===== config.mk =====
export PLATFORM = sky130hd
export DESIGN_NAME = mmio_master
export DESIGN_NICKNAME = d
export VERILOG_FILES = /design/src/rtl/mmio_master_pkg.sv /design/src/rtl/mmio_timeout.sv /design/src/rtl/mmio_master.sv
export SDC_FILE = /design/constraint.sdc
export NUM_CORES = 1
export LEC_CHECK = 0
export CAP_MARGIN = 25
export CORE_MARGIN = 1
export CORE_UTILIZATION = 46
export DETAILED_ROUTE_END_ITERATION = 6
export GPL_TIMING_DRIVEN = 0
export PLACE_DENSITY_LB_ADDON = 0.25
export SLEW_MARGIN = 20
export SYNTH_ARGS = -nofsm -noshare
export SYNTH_HDL_FRONTEND = slang
export SYNTH_SLANG_ARGS = --single-unit

===== constraint.sdc =====
create_clock -name clk -period 4.8 [get_ports clk]
set_input_delay 1.2 -clock clk [delete_from_list [all_inputs] [get_ports clk]]
set_output_delay 1.2 -clock clk [all_outputs]
set_load 0.005 [all_outputs]

===== src/rtl/mmio_master_pkg.sv =====
// mmio_master_pkg: shared constants, FSM encoding and window decode for the MMIO bus initiator.
package mmio_master_pkg;

    localparam logic [15:0] MMIO_BASE        = 16'hFF00;
    localparam logic [15:0] LED_WR_ADDR      = 16'hFF00;
    localparam logic [15:0] UART_DATA_ADDR   = 16'hFF02;
    localparam logic [15:0] UART_STATUS_ADDR = 16'hFF03;

    typedef enum logic [1:0] {
        MM_IDLE  = 2'd0,
        MM_ISSUE = 2'd1,
        MM_WAIT  = 2'd2,
        MM_RESP  = 2'd3
    } mm_state_t;

    function automatic logic in_window(input logic [15:0] addr);
        return addr >= MMIO_BASE;
    endfunction

endpackage


===== src/rtl/mmio_timeout.sv =====
// mmio_timeout: cycle counter with clear/enable that flags when TIMEOUT cycles have elapsed.
module mmio_timeout
    import mmio_master_pkg::*;
#(
    parameter int TIMEOUT = 8,
    parameter int TO_W    = 8
) (
    input  logic clk,
    input  logic rst,
    input  logic clr,
    input  logic en,
    output logic done
);

    logic [TO_W-1:0] count;

    always_ff @(posedge clk or negedge rst) begin
        if (!rst)
            count <= '0;
        else if (clr)
            count <= '0;
        else if (en)
            count <= count + 1'b1;
    end

    assign done = count == TO_W'(TIMEOUT);

endmodule


===== src/rtl/mmio_master.sv =====
// mmio_master: CPU-side initiator for the 0xFF00-0xFFFF MMIO window; issues one bus cycle per
// request, waits for serviced_read on loads, and reports window misses and timeouts as errors.
module mmio_master
    import mmio_master_pkg::*;
#(
    parameter int TIMEOUT = 8,
    parameter int TO_W    = 8
) (
    input  logic        clk,
    input  logic        rst,
    input  logic        req_valid,
    output logic        req_ready,
    input  logic        req_write,
    input  logic        req_byte,
    input  logic [15:0] req_addr,
    input  logic [15:0] req_wdata,
    output logic        resp_valid,
    output logic [15:0] resp_rdata,
    output logic        resp_err,
    output logic [7:0]  err_count,
    output logic        bus_en,
    output logic        bus_we,
    output logic        bus_byte_select,
    output logic        bus_byte_enable,
    output logic [15:0] bus_addr,
    output logic [15:0] bus_wdata,
    input  logic [15:0] bus_rdata,
    input  logic        serviced_read
);

    mm_state_t state;
    logic      wr;
    logic      done;
    logic      accept;

    assign req_ready = (state == MM_IDLE) || (state == MM_RESP);
    assign accept    = req_valid && req_ready;

    // Cleared at acceptance and counting through ISSUE, so done lands on the TIMEOUT-th WAIT cycle.
    mmio_timeout #(.TIMEOUT(TIMEOUT), .TO_W(TO_W)) u_timeout (
        .clk  (clk),
        .rst  (rst),
        .clr  (accept),
        .en   ((state == MM_ISSUE) || (state == MM_WAIT)),
        .done (done)
    );

    always_ff @(posedge clk or negedge rst) begin
        if (!rst) begin
            state           <= MM_IDLE;
            wr              <= 1'b0;
            resp_valid      <= 1'b0;
            resp_rdata      <= '0;
            resp_err        <= 1'b0;
            err_count       <= '0;
            bus_en          <= 1'b0;
            bus_we          <= 1'b0;
            bus_byte_select <= 1'b0;
            bus_byte_enable <= 1'b0;
            bus_addr        <= '0;
            bus_wdata       <= '0;
        end else begin
            bus_en     <= 1'b0;
            bus_we     <= 1'b0;
            resp_valid <= 1'b0;
            resp_err   <= 1'b0;
            resp_rdata <= '0;
            if (resp_valid && resp_err && err_count != 8'hFF)
                err_count <= err_count + 8'd1;
            unique case (state)
                MM_IDLE, MM_RESP: begin
                    state <= MM_IDLE;
                    if (req_valid) begin
                        wr              <= req_write;
                        bus_addr        <= {1'b0, req_addr[15:1]};
                        bus_byte_select <= req_addr[0];
                        bus_byte_enable <= req_byte;
                        bus_wdata       <= req_wdata;
                        if (in_window(req_addr)) begin
                            state  <= MM_ISSUE;
                            bus_en <= 1'b1;
                            bus_we <= req_write;
                        end else begin
                            state      <= MM_RESP;
                            resp_valid <= 1'b1;
                            resp_err   <= 1'b1;
                        end
                    end
                end
                MM_ISSUE: begin
                    state      <= wr ? MM_RESP : MM_WAIT;
                    resp_valid <= wr;
                end
                MM_WAIT: begin
                    if (serviced_read) begin
                        state      <= MM_RESP;
                        resp_valid <= 1'b1;
                        resp_rdata <= bus_byte_enable ? {8'h00, bus_rdata[7:0]} : bus_rdata;
                    end else if (done) begin
                        state      <= MM_RESP;
                        resp_valid <= 1'b1;
                        resp_err   <= 1'b1;
                    end
                end
            endcase
        end
    end

endmodule


After elaboration in Yosys (flattened, before gate mapping):

Cells that the tools add are included.

* $add $sub $neg: 2
* magnitude comparators: 1
* equality and inequality tests: 6
* mux-type cells: 24
* reduce and logical (&&, ||, !) cells: 9

Operators with widths (count)
* 16-bit two-way mux: 3
* 8-bit by 1-bit adder with 8-bit output, second input constant: 2
* 16-bit greater-or-equal comparator, second input constant: 1
* 8-bit two-way mux: 2
* 1-bit two-way mux: 12
* 8-bit by 4-bit equality test with 1-bit output, second input constant: 1
* 2-bit two-way mux: 4
* 8-bit inequality test, second input constant: 1
* 2-bit case mux with 3 select lines: 1
* 2-bit equality test, second input constant: 2
* 1-bit logical AND: 3
* 3-bit inequality test, second input constant: 1
* 1-bit case mux with 3 select lines: 1
* 2-bit by 1-bit equality test with 1-bit output, second input constant: 1
* 2-bit zero test: 1
* 1-bit logical OR: 2
* 1-bit case mux with 2 select lines: 1
* 2-bit AND reduction: 1
* 2-bit nonzero test: 1
* 2-bit OR reduction: 1

* flip-flop bits (word level): 72
* bits of input ports: 54
* logic and storage cells: 55

Depth between registers and ports, before layout:

* word-level depth: 4
* mapped depth: 6
* gate-level depth less buffers: 6

By module:

Synthesis repeated with hierarchy kept, for this count alone.

* cell total of the unflattened synthesis: 222
* area, all modules: 2942.8 µm²

By module, submodules not included
* mmio_master: times used 1, cells an instance 181, area each 2528.7 µm², seq. area each 1601.5 µm²
* mmio_timeout: times used 1, cells an instance 41, area each 414.1 µm², seq. area each 200.2 µm²

Worst setup path before layout:

No wires, ideal clock.

* path type: reg2out
* start point: register state[0]
* end point: output port req_ready
* arrival: 0.774 ns
* data required time: 3.600 ns
* setup slack: 2.826 ns
* cell stages (with the launch flop): 3
* path buffers: 0
* path through: dfrtp_1 > inv_1 > ha_1

* longest elaborated chain between the ends: 2
* elaborated cells on any way between the ends: 3
* those cells by class: eq/ne (1); reduce/logical (2)

RTL lines
* start, declared: RTL line mmio_master.sv:31 `mm_state_t state;`
* start signal, assigned: RTL line mmio_master.sv:91 `state <= wr ? MM_RESP : MM_WAIT;`
* 2-bit equality test or 2-bit zero test (tied branches): RTL line mmio_master.sv:36 `assign req_ready = (state == MM_IDLE) || (state == MM_RESP);`
* 1-bit logical OR *: RTL line mmio_master.sv:36
* end, declared: RTL line mmio_master.sv:12 `output logic req_ready,`

Every way passes the cells marked *; elsewhere a longest branch is shown, timed or not.

Worst setup path in the final report:

Ends and elaborated chain as after synthesis.

==> impl_metrics.toml <==
[drt]
dr.pass1.iters = 4
viasPerCell = 4.957
ant_nets = 0
wl_per_cell_um = 13.39
num_vias = 2082
drt_iter0_drc = 48
drc = 0
routed_wl_um = 5625

[logic_synthesis]
synth_top_area_cell = "dfrtp_1"
synthFlopType = "dfrtp_1"
async_flop_share_pct = 100.0
synth_area_leaders = "dfrtp_1 (62%), mux2_2 (14%), ha_1 (2.6%)"
ys_ff_latch = 72
syn_inst = 213
synth-seq-area-share_pct = 62.20
synth_nets = 273
synth_edf_count = 0
syn_area_sq_um = 2897
synth_top_area_share_pct = 62.20
yosysWarnings = 0
ys_types = 37
synth.avg_cell_area_sq_um = 13.60

[clock_network]
clock-sinks = 72
path_clk_slew_ns = 0.08
cts-root-buf = "clkbuf_8"
cts_setup_buffers = 0
cts_resized = 0
numCtsBuffers = 9
cts_hold_buffers = 0
cts-htree-levels = 3
cts_tree = "yes"
clock_latency_ns = 0.33
clk_path_buf_depth = 2

[setup_path]
max_stage_delay_ns = 0.55
worstPathRequired_ns = 3.60
worstSetupPathType = "flip-flop to output pin"
arrival_ns = 1.76
r2r_cells = 6
r2r_slack_ns = 2.99
crit_slowest_cell = "clkdlybuf4s50_1"
crit_path_cell_trace = "inv_1 -> ha_1 -> clkdlybuf4s50_1"
startpoint_type = "flip-flop"
end_kind = "output pin"
cp_max_fo = 8
critical_path.top_delay_family = "buffers and inverters"
r2r-start = "state[0]"
critical_path.reg2reg.endpoint = "state[0]"
cp_num_buf_inv = 2

[hold_path]
min_path_type = "flip-flop to flip-flop"
min-delay-start = "u_timeout.count[7]"
hold_depth = 1
hold_end = "u_timeout.count[7]"

[run_status]
outcome = "completed"

[die]
ios = 117
initial_core_util_pct = 48.35
die-area_sq_um = 6618
die_h_um = 81.35
core-area_sq_um = 5991
fp.dieW_um = 81.35
rows = 28

[run]
maxCapViolCount = 0

[global_routing]
grt-ovfl-total = 0
antenna_found_initial = 0
grt_pass1_vias = 2036
grt_pass1_wl_um = 9011
grt_max_degree = 53
grt_usage_pct = 18.37

[sta]
skew_ns = 0.006340
fmax_ghz = 0.3382
finalWorstSetupSlack_ns = 1.843
timing.final.crit_share_pct = 61.60
final_max_slew_viol_count = 0
min_period_ns = 2.957
rsz0062_at_grt = "false"
final.setup.tns_ns = 0
setup_viol = 0
report.final.hold_viol_count = 0

[placed_design]
place.gp.congestion = 0.7937
portBuffers = 115
post-place-ws_ns = 2.108
post-dp-hpwl_um = 4173

[final_layout]
layout_commonest_cell = "clkdlybuf4s50_1"
syn_to_final_growth_pct = 52.27
nNetsFinal = 400
antenna_cells = 0
nFillCells = 402
layout_common_cells = "clkdlybuf4s50_1 (114), dfrtp_1 (72), mux2_2 (36)"
drive_gt1_share_pct = 18.84

[pwr]
p_per_area_nw_per_um2 = 569.1
vdd_ir_drop_max_uv = 394.4
p_leak_nw = 1.962
power by group:
part           internal (W)  leakage, nW  switching, W  total, W
registers          0.000824        0.907      0.000127  0.000951
logic              0.000642        0.935      0.000345  0.000988
clock network      0.000346        0.119      0.000226  0.000572
total               0.00181         1.96      0.000698   0.00251
registers in the layout (all words and copies together) (netlist names):
| name | flops |
|---|---|
| bus_byte_select | 1 |
| bus_we | 1 |
| bus_en | 1 |
| bus_wdata | 16 |
| resp_err | 1 |
| bus_addr | 15 |
| wr | 1 |
| state | 2 |
| resp_rdata | 16 |
| bus_byte_enable | 1 |
| err_count | 8 |
| resp_valid | 1 |
| u_timeout.count | 8 |
final cells by class:
type / instances / area, sq um / share of cell area (%)
sequential: 72 / 1802 / 40.85
timing repair buffer: 116 / 1176 / 26.67
tap: 75 / 93.84 / 2.128
multi-input combinational: 127 / 1033 / 23.43
inverter: 6 / 22.52 / 0.5106
buffer: 8 / 38.79 / 0.8794
clock buffer: 9 / 123.9 / 2.809
clock inverter: 7 / 120.1 / 2.723
worst reg2reg max path: cells and delay by family (launching register included):
| family | cells | cell delay (ns) |
|---|---|---|
| compound gates | 1 | 0.12 |
| fa+ha+maj | 1 | 0.40 |
| buf+inv | 2 | 0.33 |
| flops | 1 | 0.40 |
| mux | 1 | 0.27 |
| simple gates | 1 | 0.19 |
synthesized netlist by cell type (3+ instances only):
library cell  instances
ha_1                  6
clkbuf_1              3
xor2_1                6
nand3_1               5
dfrtp_1              72
buf_2                 4
mux2i_1               3
nor2_1                7
o21ai_0               7
nor3_1                3
mux2_2               36
nand2_1              11
inv_1                 6
and3_1               10
and2_1                8
per-stage QoR:
stage / hold slack, ns / power, W / area (sq um) / util, % / instances
floorplan: 0.4460 / 0.001414 / 2897 / - / 213
global placement: 0.4683 / 0.001927 / 4141 / 69.13 / 403
detailed placement: 0.4785 / 0.001964 / 4167 / 69.55 / 404
CTS: 0.4876 / 0.002543 / 4410 / 73.62 / 420
global route: 0.5010 / 0.002668 / 4410 / 73.62 / 420
finish: 0.4846 / 0.002510 / 4410 / 73.62 / 420
worst max-delay path by stage:
| stage | from | endpoint | slack [ns] | cells after the start |
|---|---|---|---|---|
| after CTS | state[0] | req_ready | 1.82 | 3 |
| after global routing | state[0] | req_ready | 1.72 | 3 |
| after global placement | rst | bus_wdata[6] | 0.11 | 1 |
| final | state[0] | req_ready | 1.84 | 3 |
| after detailed placement | req_valid | state[0] | 2.11 | 5 |
| after floorplan | state[0] | req_ready | 2.83 | 2 |
kinds of logic (layout without fill, tap and decap cells):
family	count (synthesis)	after routing	synth area share, %
adder cells (fa/ha/maj)	6	6	2.592
buffers and inverters	14	146	2.117
AO/OA/AOI/OAI	15	15	3.672
other	1	1	0.1295
AND/OR/NAND/NOR	58	58	11.62
multiplexers	40	40	15.55
flip-flops	72	72	62.20
XOR/XNOR	7	7	2.117
routing by layer:
metal | up-vias | global-route usage (%) | part of all wire (%)
met5 | - | 0 | 0
met4 | 0 | 8.214 | 1.0
met3 | 8 | 6.966 | 8.9
met2 | 79 | 30.67 | 49
met1 | 1004 | 20.80 | 41
li1 | 991 | - | -
Note: power is estimated with default switching activity, not from simulation.
